File: config.mk
export PLATFORM = sky130hd
export DESIGN_NAME = dtube_test_sequencer
export DESIGN_NICKNAME = d
export VERILOG_FILES = /design/src/rtl/dtube_pkg.sv /design/src/rtl/dtube_seg_expect.sv /design/src/rtl/dtube_test_sequencer.sv
export SDC_FILE = /design/constraint.sdc
export NUM_CORES = 1
export LEC_CHECK = 0
export ABC_CLOCK_PERIOD_IN_PS = 4680
export CAP_MARGIN = 20
export CORE_ASPECT_RATIO = 0.5
export CORE_MARGIN = 2
export CORE_UTILIZATION = 54
export CTS_BUF_LIST = sky130_fd_sc_hd__clkbuf_16
export CTS_CLUSTER_DIAMETER = 30
export CTS_CLUSTER_SIZE = 25
export DETAILED_ROUTE_END_ITERATION = 6
export DONT_BUFFER_PORTS = 1
export GPL_TIMING_DRIVEN = 0
export PLACE_DENSITY = 0.78
export SLEW_MARGIN = 20
export SYNTH_ARGS = -nofsm -noshare
export SYNTH_HDL_FRONTEND = slang
export SYNTH_SLANG_ARGS = --single-unit
File: constraint.sdc
create_clock -name I_sys_clk -period 4.68 [get_ports I_sys_clk]
set_input_delay 0.702 -clock I_sys_clk [delete_from_list [all_inputs] [get_ports I_sys_clk]]
set_output_delay 0.702 -clock I_sys_clk [all_outputs]
set_load 0.005 [all_outputs]
File: src/rtl/dtube_pkg.sv
// Shared types and the segment decode table for the display test sequencer.
// The decode table matches the one used by the display driver under test:
// common-anode, active-low, bit order {dp,g,f,e,d,c,b,a}, decimal point off.
package dtube_pkg;

    typedef enum logic [2:0] {
        IDLE   = 3'd0,
        SETUP  = 3'd1,
        START  = 3'd2,
        WAIT   = 3'd3,
        CHECK  = 3'd4,
        CLEAR  = 3'd5,
        FINISH = 3'd6
    } state_t;

    // Hex digit to 8-bit active-low segment pattern
    function automatic logic [7:0] SEG(input logic [3:0] hex);
        logic [7:0] seg_s;
        case (hex)
            4'h0:    seg_s = 8'hC0;
            4'h1:    seg_s = 8'hF9;
            4'h2:    seg_s = 8'hA4;
            4'h3:    seg_s = 8'hB0;
            4'h4:    seg_s = 8'h99;
            4'h5:    seg_s = 8'h92;
            4'h6:    seg_s = 8'h82;
            4'h7:    seg_s = 8'hF8;
            4'h8:    seg_s = 8'h80;
            4'h9:    seg_s = 8'h90;
            4'hA:    seg_s = 8'h88;
            4'hB:    seg_s = 8'h83;
            4'hC:    seg_s = 8'hC6;
            4'hD:    seg_s = 8'hA1;
            4'hE:    seg_s = 8'h86;
            4'hF:    seg_s = 8'h8E;
            default: seg_s = 8'hFF;
        endcase
        return seg_s;
    endfunction

endpackage

File: src/rtl/dtube_seg_expect.sv
// Combinational expected-segment generator: four hex digits of a 16-bit
// display value decoded into the 32-bit word the capture block reports.
module dtube_seg_expect
    import dtube_pkg::*;
(
    input  logic [15:0] value,
    output logic [31:0] seg_word
);

    // Decode each nibble; digit 3 lands in the top byte
    always_comb begin
        seg_word = {SEG(value[15:12]), SEG(value[11:8]), SEG(value[7:4]), SEG(value[3:0])};
    end

endmodule

File: src/rtl/dtube_test_sequencer.sv
// Automatic test controller for the 4-digit seven-segment driver.
// Per vector: drive a display value, let it settle, trigger the capture block,
// wait for its done (or time out), compare captured segments and data against
// the expected decode, then clear the capture block before the next vector.
module dtube_test_sequencer
    import dtube_pkg::*;
#(
    parameter int unsigned SETTLE_CYC  = 16,
    parameter int unsigned TIMEOUT_CYC = 1_000_000,
    parameter int unsigned CLEAR_CYC   = 2
) (
    input  logic        I_sys_clk,
    input  logic        I_rst,
    input  logic        I_run,
    input  logic        I_abort,
    input  logic [15:0] I_vec_base,
    input  logic [15:0] I_vec_step,
    input  logic [7:0]  I_vec_cnt,
    input  logic [31:0] I_mea_data0,
    input  logic [31:0] I_mea_data1,
    input  logic        I_mea_done,
    output logic [15:0] O_disp_data,
    output logic        O_test_en,
    output logic        O_mea_start,
    output logic        O_busy,
    output logic        O_done,
    output logic [7:0]  O_pass_cnt,
    output logic [7:0]  O_fail_cnt,
    output logic [7:0]  O_first_fail_idx,
    output logic        O_first_fail_vld,
    output logic        O_timeout
);

    localparam int unsigned SET_W = $clog2(SETTLE_CYC + 1);
    localparam int unsigned TMO_W = $clog2(TIMEOUT_CYC + 1);
    localparam int unsigned CLR_W = $clog2(CLEAR_CYC + 1);
    localparam logic [SET_W-1:0] SET_LAST = SET_W'(SETTLE_CYC - 1);
    localparam logic [TMO_W-1:0] TMO_LAST = TMO_W'(TIMEOUT_CYC - 1);
    localparam logic [CLR_W-1:0] CLR_LAST = CLR_W'(CLEAR_CYC - 1);

    state_t             state_r;
    logic               run_d_r;
    logic [15:0]        step_r;
    logic [7:0]         cnt_r;
    logic [7:0]         idx_r;
    logic [15:0]        cur_val_r;
    logic [SET_W-1:0]   settle_cnt_r;
    logic [TMO_W-1:0]   tmo_cnt_r;
    logic [CLR_W-1:0]   clr_cnt_r;
    logic               tmo_flag_r;

    logic [15:0]        disp_r;
    logic               test_en_r;
    logic               mea_start_r;
    logic               busy_r;
    logic               done_r;
    logic [7:0]         pass_cnt_r;
    logic [7:0]         fail_cnt_r;
    logic [7:0]         first_fail_idx_r;
    logic               first_fail_vld_r;
    logic               timeout_r;

    logic               run_edge_s;
    logic [31:0]        exp_seg_s;
    logic               vec_pass_s;
    logic               more_vec_s;
    logic               unused_data1_s;

    dtube_seg_expect u_seg_expect (
        .value    (disp_r),
        .seg_word (exp_seg_s)
    );

    // Run edge detect, per-vector verdict and "more vectors left" decision
    always_comb begin
        run_edge_s     = I_run & ~run_d_r;
        vec_pass_s     = ~tmo_flag_r && (I_mea_data1[15:0] == disp_r) && (I_mea_data0 == exp_seg_s);
        more_vec_s     = (({1'b0, idx_r} + 9'd1) < {1'b0, cnt_r});
        unused_data1_s = ^I_mea_data1[31:16];
    end

    // Sequencer FSM with all counters and registered outputs
    always_ff @(posedge I_sys_clk) begin
        if (I_rst) begin
            state_r          <= IDLE;
            run_d_r          <= 1'b0;
            step_r           <= 16'd0;
            cnt_r            <= 8'd0;
            idx_r            <= 8'd0;
            cur_val_r        <= 16'd0;
            settle_cnt_r     <= '0;
            tmo_cnt_r        <= '0;
            clr_cnt_r        <= '0;
            tmo_flag_r       <= 1'b0;
            disp_r           <= 16'd0;
            test_en_r        <= 1'b0;
            mea_start_r      <= 1'b0;
            busy_r           <= 1'b0;
            done_r           <= 1'b0;
            pass_cnt_r       <= 8'd0;
            fail_cnt_r       <= 8'd0;
            first_fail_idx_r <= 8'd0;
            first_fail_vld_r <= 1'b0;
            timeout_r        <= 1'b0;
        end else begin
            run_d_r <= I_run;
            done_r  <= 1'b0;
            if (I_abort) begin
                // Abort wins over every transition; results are kept for readback
                state_r     <= IDLE;
                test_en_r   <= 1'b0;
                mea_start_r <= 1'b0;
                busy_r      <= 1'b0;
            end else begin
                case (state_r)
                    IDLE: begin
                        if (run_edge_s) begin
                            step_r           <= I_vec_step;
                            cnt_r            <= I_vec_cnt;
                            cur_val_r        <= I_vec_base;
                            idx_r            <= 8'd0;
                            settle_cnt_r     <= '0;
                            pass_cnt_r       <= 8'd0;
                            fail_cnt_r       <= 8'd0;
                            first_fail_idx_r <= 8'd0;
                            first_fail_vld_r <= 1'b0;
                            timeout_r        <= 1'b0;
                            busy_r           <= 1'b1;
                            state_r          <= (I_vec_cnt != 8'd0) ? SETUP : FINISH;
                        end else begin
                            state_r <= IDLE;
                        end
                    end
                    SETUP: begin
                        disp_r    <= cur_val_r;
                        test_en_r <= 1'b1;
                        if (settle_cnt_r == SET_LAST) begin
                            settle_cnt_r <= '0;
                            state_r      <= START;
                        end else begin
                            settle_cnt_r <= settle_cnt_r + 1'b1;
                        end
                    end
                    START: begin
                        mea_start_r <= 1'b1;
                        tmo_cnt_r   <= '0;
                        state_r     <= WAIT;
                    end
                    WAIT: begin
                        // A done in the same cycle as the last timeout count wins
                        if (I_mea_done) begin
                            tmo_flag_r <= 1'b0;
                            state_r    <= CHECK;
                        end else if (tmo_cnt_r == TMO_LAST) begin
                            tmo_flag_r <= 1'b1;
                            state_r    <= CHECK;
                        end else begin
                            tmo_cnt_r <= tmo_cnt_r + 1'b1;
                        end
                    end
                    CHECK: begin
                        if (vec_pass_s) begin
                            if (pass_cnt_r != 8'hFF) begin
                                pass_cnt_r <= pass_cnt_r + 8'd1;
                            end
                        end else begin
                            if (fail_cnt_r != 8'hFF) begin
                                fail_cnt_r <= fail_cnt_r + 8'd1;
                            end
                            if (!first_fail_vld_r) begin
                                first_fail_idx_r <= idx_r;
                                first_fail_vld_r <= 1'b1;
                            end
                        end
                        if (tmo_flag_r) begin
                            timeout_r <= 1'b1;
                        end
                        mea_start_r <= 1'b0;
                        test_en_r   <= 1'b0;
                        clr_cnt_r   <= '0;
                        state_r     <= CLEAR;
                    end
                    CLEAR: begin
                        // Hold the capture block cleared, then wait for its done to drop
                        if (clr_cnt_r < CLR_LAST) begin
                            clr_cnt_r <= clr_cnt_r + 1'b1;
                        end else if (!I_mea_done) begin
                            if (more_vec_s) begin
                                idx_r        <= idx_r + 8'd1;
                                cur_val_r    <= cur_val_r + step_r;
                                settle_cnt_r <= '0;
                                state_r      <= SETUP;
                            end else begin
                                state_r <= FINISH;
                            end
                        end else begin
                            state_r <= CLEAR;
                        end
                    end
                    FINISH: begin
                        done_r  <= 1'b1;
                        busy_r  <= 1'b0;
                        state_r <= IDLE;
                    end
                    default: begin
                        state_r     <= IDLE;
                        test_en_r   <= 1'b0;
                        mea_start_r <= 1'b0;
                        busy_r      <= 1'b0;
                    end
                endcase
            end
        end
    end

    assign O_disp_data      = disp_r;
    assign O_test_en        = test_en_r;
    assign O_mea_start      = mea_start_r;
    assign O_busy           = busy_r;
    assign O_done           = done_r;
    assign O_pass_cnt       = pass_cnt_r;
    assign O_fail_cnt       = fail_cnt_r;
    assign O_first_fail_idx = first_fail_idx_r;
    assign O_first_fail_vld = first_fail_vld_r;
    assign O_timeout        = timeout_r;

endmodule
==> key figures <==
Global routing
  • Initial antenna violation count: 1
  • Tot GR Track Use: 27.0%
  • First-pass GRT wire length: 35900 um
  • GRT overflow: 0
  • Largest net degree at the start of global routing: 17
  • Vias in the first global route: 6948

Worst setup path
  • Worst path buffer plus inverter count: 1
  • Critical path data arrival time: 4.00 ns
  • Crit-path slowest cell: dfxtp_1
  • Critical path cell sequence: ha_1 -> nand3_1 -> or2_2 -> xnor2_1 -> ha_1 -> a21o_1 -> a21oi_1 -> o211ai_1 -> nor4_1 -> o21a_1 -> buf_2 -> nand2_1 -> a21oi_1 -> nor2_1
  • Worst reg-to-reg path cell count: 14
  • CP max FO: 10
  • Crit end category: flop
  • Top delay family on crit path: compound AO/OA/AOI/OAI gates
  • CP max stage delay: 0.49 ns
  • Data required, critical path: 4.96 ns
  • Critical path startpoint category: flop
  • Crit path kind: reg -> reg
  • Crit path depth: 14

Floorplanning
  • Die width: 180 um
  • Placeable Area: 15300 um^2
  • # rows: 32
  • Die area: 16600 um^2
  • Die Ht: 92.1 um
  • # IOs: 155
  • Initial Util: 54.8%

Pwr
  • Leak: 0.00364 uW
  • P_int: 2270 uW
  • Switching power: 757 uW
  • Switching Share: 25.0%
  • Sequential share of power: 45.4%
  • Logic pwr share: 8.4%
  • Clock power share: 46.2%
  • Power Total: 3020 uW
  • Power per Cell Area: 328 nW/um^2
  • Worst vdd ir: 0.272 mV

Place
  • Dpl hpwl: 17200 um
  • Place WS: 1.07 ns
  • Cells after DPL: 1232
  • Routability Congestion: 0.927
  • I/O Buffers: 0

Timing
  • RSZ-0062 raised after global routing: no
  • Fin crit period: 3.72 ns
  • Setup_tns: 0 ns
  • F_max: 0.269 GHz
  • Worst slew margin: 45.6%
  • Worst Max-Slew Pin Slew: 0.813 ns
  • Pins over their slew limit: 0
  • Crit share post-route: 79.5%
  • Setup violations, final: 0
  • Final WS setup: 0.960 ns
  • Final hold violations: 0
  • Worst Skew: 0.0151 ns

Logic synthesis
  • Ys Warns: 0
  • Cell taking the most area after synthesis: dfxtp_1
  • Ys async rst share: 0%
  • Top_reg_cell synth: dfxtp_1
  • Commonest cells post-synth: nand2_1, dfxtp_1, a21oi_1, nor2_1, xor2_1
  • Distinct cells, synth: 69
  • Syn nets: 1190
  • Top-count cell post-synth: nand2_1
  • Sequential fraction of the synthesis area: 36.8%
  • Share of the synthesized area in the top cell type: 36.8%
  • Avg Synthesized Cell Area: 8.16 um^2
  • Synthesized instance count: 1028
  • Synthesized flop and latch total: 154
  • Top post-synthesis cells by area: dfxtp_1, ha_1, nand2_1
  • Mapped cell area: 8390 um^2
  • EDFF count, synth: 0

Detailed routing
  • M1 WL: 10500 um
  • Initial DRC Count: 647
  • Routed WL per cell: 17.8 um
  • Detail Route met3 WL: 2020 um
  • Routed WL: 22600 um
  • Top sig layer: met4
  • Wire length on met2: 9840 um
  • DR vias: 7471
  • Avg Vias per Cell: 5.91
  • Drt pass-1 iters: 5
  • DRC: 0
  • Antenna Nets Post-Route: 0

Outcome
  • Status: completed

Finish
  • Reg area: 3080 um^2
  • Share of cells above drive strength 1: 6.32%
  • Multi-input gate area: 4930 um^2
  • Synth-to-layout area growth: 10.1%
  • Filler Cells Inserted: 1351
  • Fin nets: 1209
  • Finished Layout Cells: 1265

CTS
  • Clock Latency Late Sink: 0.43 ns
  • Postcts setup bufs: 0
  • CTS tree: yes
  • Clk buf depth: 2
  • CTS Hold Bufs: 0
  • Resize count post-CTS: 0
  • CTS Buf Count: 17
  • Number of H-tree levels: 4
  • CTS Root Cell: clkbuf_16
  • Worst-path clk slew: 0.06 ns
  • Sink Count: 154

Worst hold path
  • Hold Path Depth: 1
  • Min-delay worst type: in -> reg

Job
  • Max cap viols: 0
metrics by stage:
step           hold WS [ns]  util (%)  cell area [um^2]
4_1_cts               0.397      60.3              9230
3_5_place_dp          0.452      56.5              8640
5_1_grt               0.399      60.3              9230
3_3_place_gp          0.439      56.5              8640
6_report              0.396      60.3              9230
2_1_floorplan         0.432         -              8390
cell type report:
class / count / area share (%)
Sequential cell: 154 / 33.4
Clock buffer: 17 / 4.61
Buffer: 44 / 2.21
Clock inverter: 15 / 1.74
Tap cell: 204 / 2.77
Antenna cell: 1 / 0.0271
Inverter: 45 / 1.83
Multi-Input combinational cell: 785 / 53.4
state kept, by name, summed over array words and instances (netlist names), 2 cells and up:
register               count
O_pass_cnt                 8
u_seg_expect.seg_word     28
settle_cnt_r               5
idx_r                      8
O_fail_cnt                 8
tmo_cnt_r                 20
step_r                    16
O_disp_data               16
O_first_fail_idx           8
cur_val_r                 16
cnt_r                      8
clr_cnt_r                  2
state_r                    3
layout by cell type, fill, tap and decap left out, types with 6 or more instances in the layout:
cell type / instances
and3_1: 11
a22o_1: 6
nand3_1: 36
buf_2: 10
xor2_1: 59
clkbuf_1: 26
nand2_1: 155
nor2b_1: 6
a211oi_1: 16
a31oi_1: 6
nor4_1: 18
nor3_1: 30
o22ai_1: 6
ha_1: 52
nand2b_1: 8
nor2_1: 91
or2_2: 6
dfxtp_1: 154
clkbuf_16: 17
or3_1: 9
nand4_1: 8
mux2i_1: 9
and2_1: 13
o21ai_0: 30
a21o_1: 15
inv_1: 46
xnor2_1: 22
a21oi_1: 101
power groups by stage:
stage / clock (uW) / sequential (uW) / combinational (uW)
floorplan: 0 / 1390 / 195
global placement: 0 / 1400 / 243
detailed placement: 0 / 1400 / 251
CTS: 1390 / 1370 / 253
global route: 1440 / 1380 / 286
finish: 1400 / 1370 / 256
per-layer routing:
metal  vias up  track usage [%]
li1       3621                -
met5         -                0
met1      3557             37.3
met3        28             7.27
met2       265             42.4
met4         0             5.78
final timing paths:
check                  to  slack [ns]    startpoint
min reg2reg  clr_cnt_r[1]        0.46  clr_cnt_r[1]
min            tmo_flag_r        0.40    I_mea_done
max reg2reg      idx_r[3]        0.96      idx_r[0]
max              idx_r[3]        0.96      idx_r[0]
cell families (layout without fill, tap and decap cells):
kind of cell             count (synthesis)  after routing  synth area share [%]
flip-flops                             154            154                  36.8
AO/OA/AOI/OAI                          224            224                  16.7
adder cells (fa/ha/maj)                 53             53                  8.00
buffers and inverters                   89            121                  4.45
multiplexers                            13             13                  2.15
other                                    0              1                     0
AND/OR/NAND/NOR                        414            414                  23.5
XOR/XNOR                                81             81                  8.46
No activity file was read; power rests on OpenSTA's default activity.
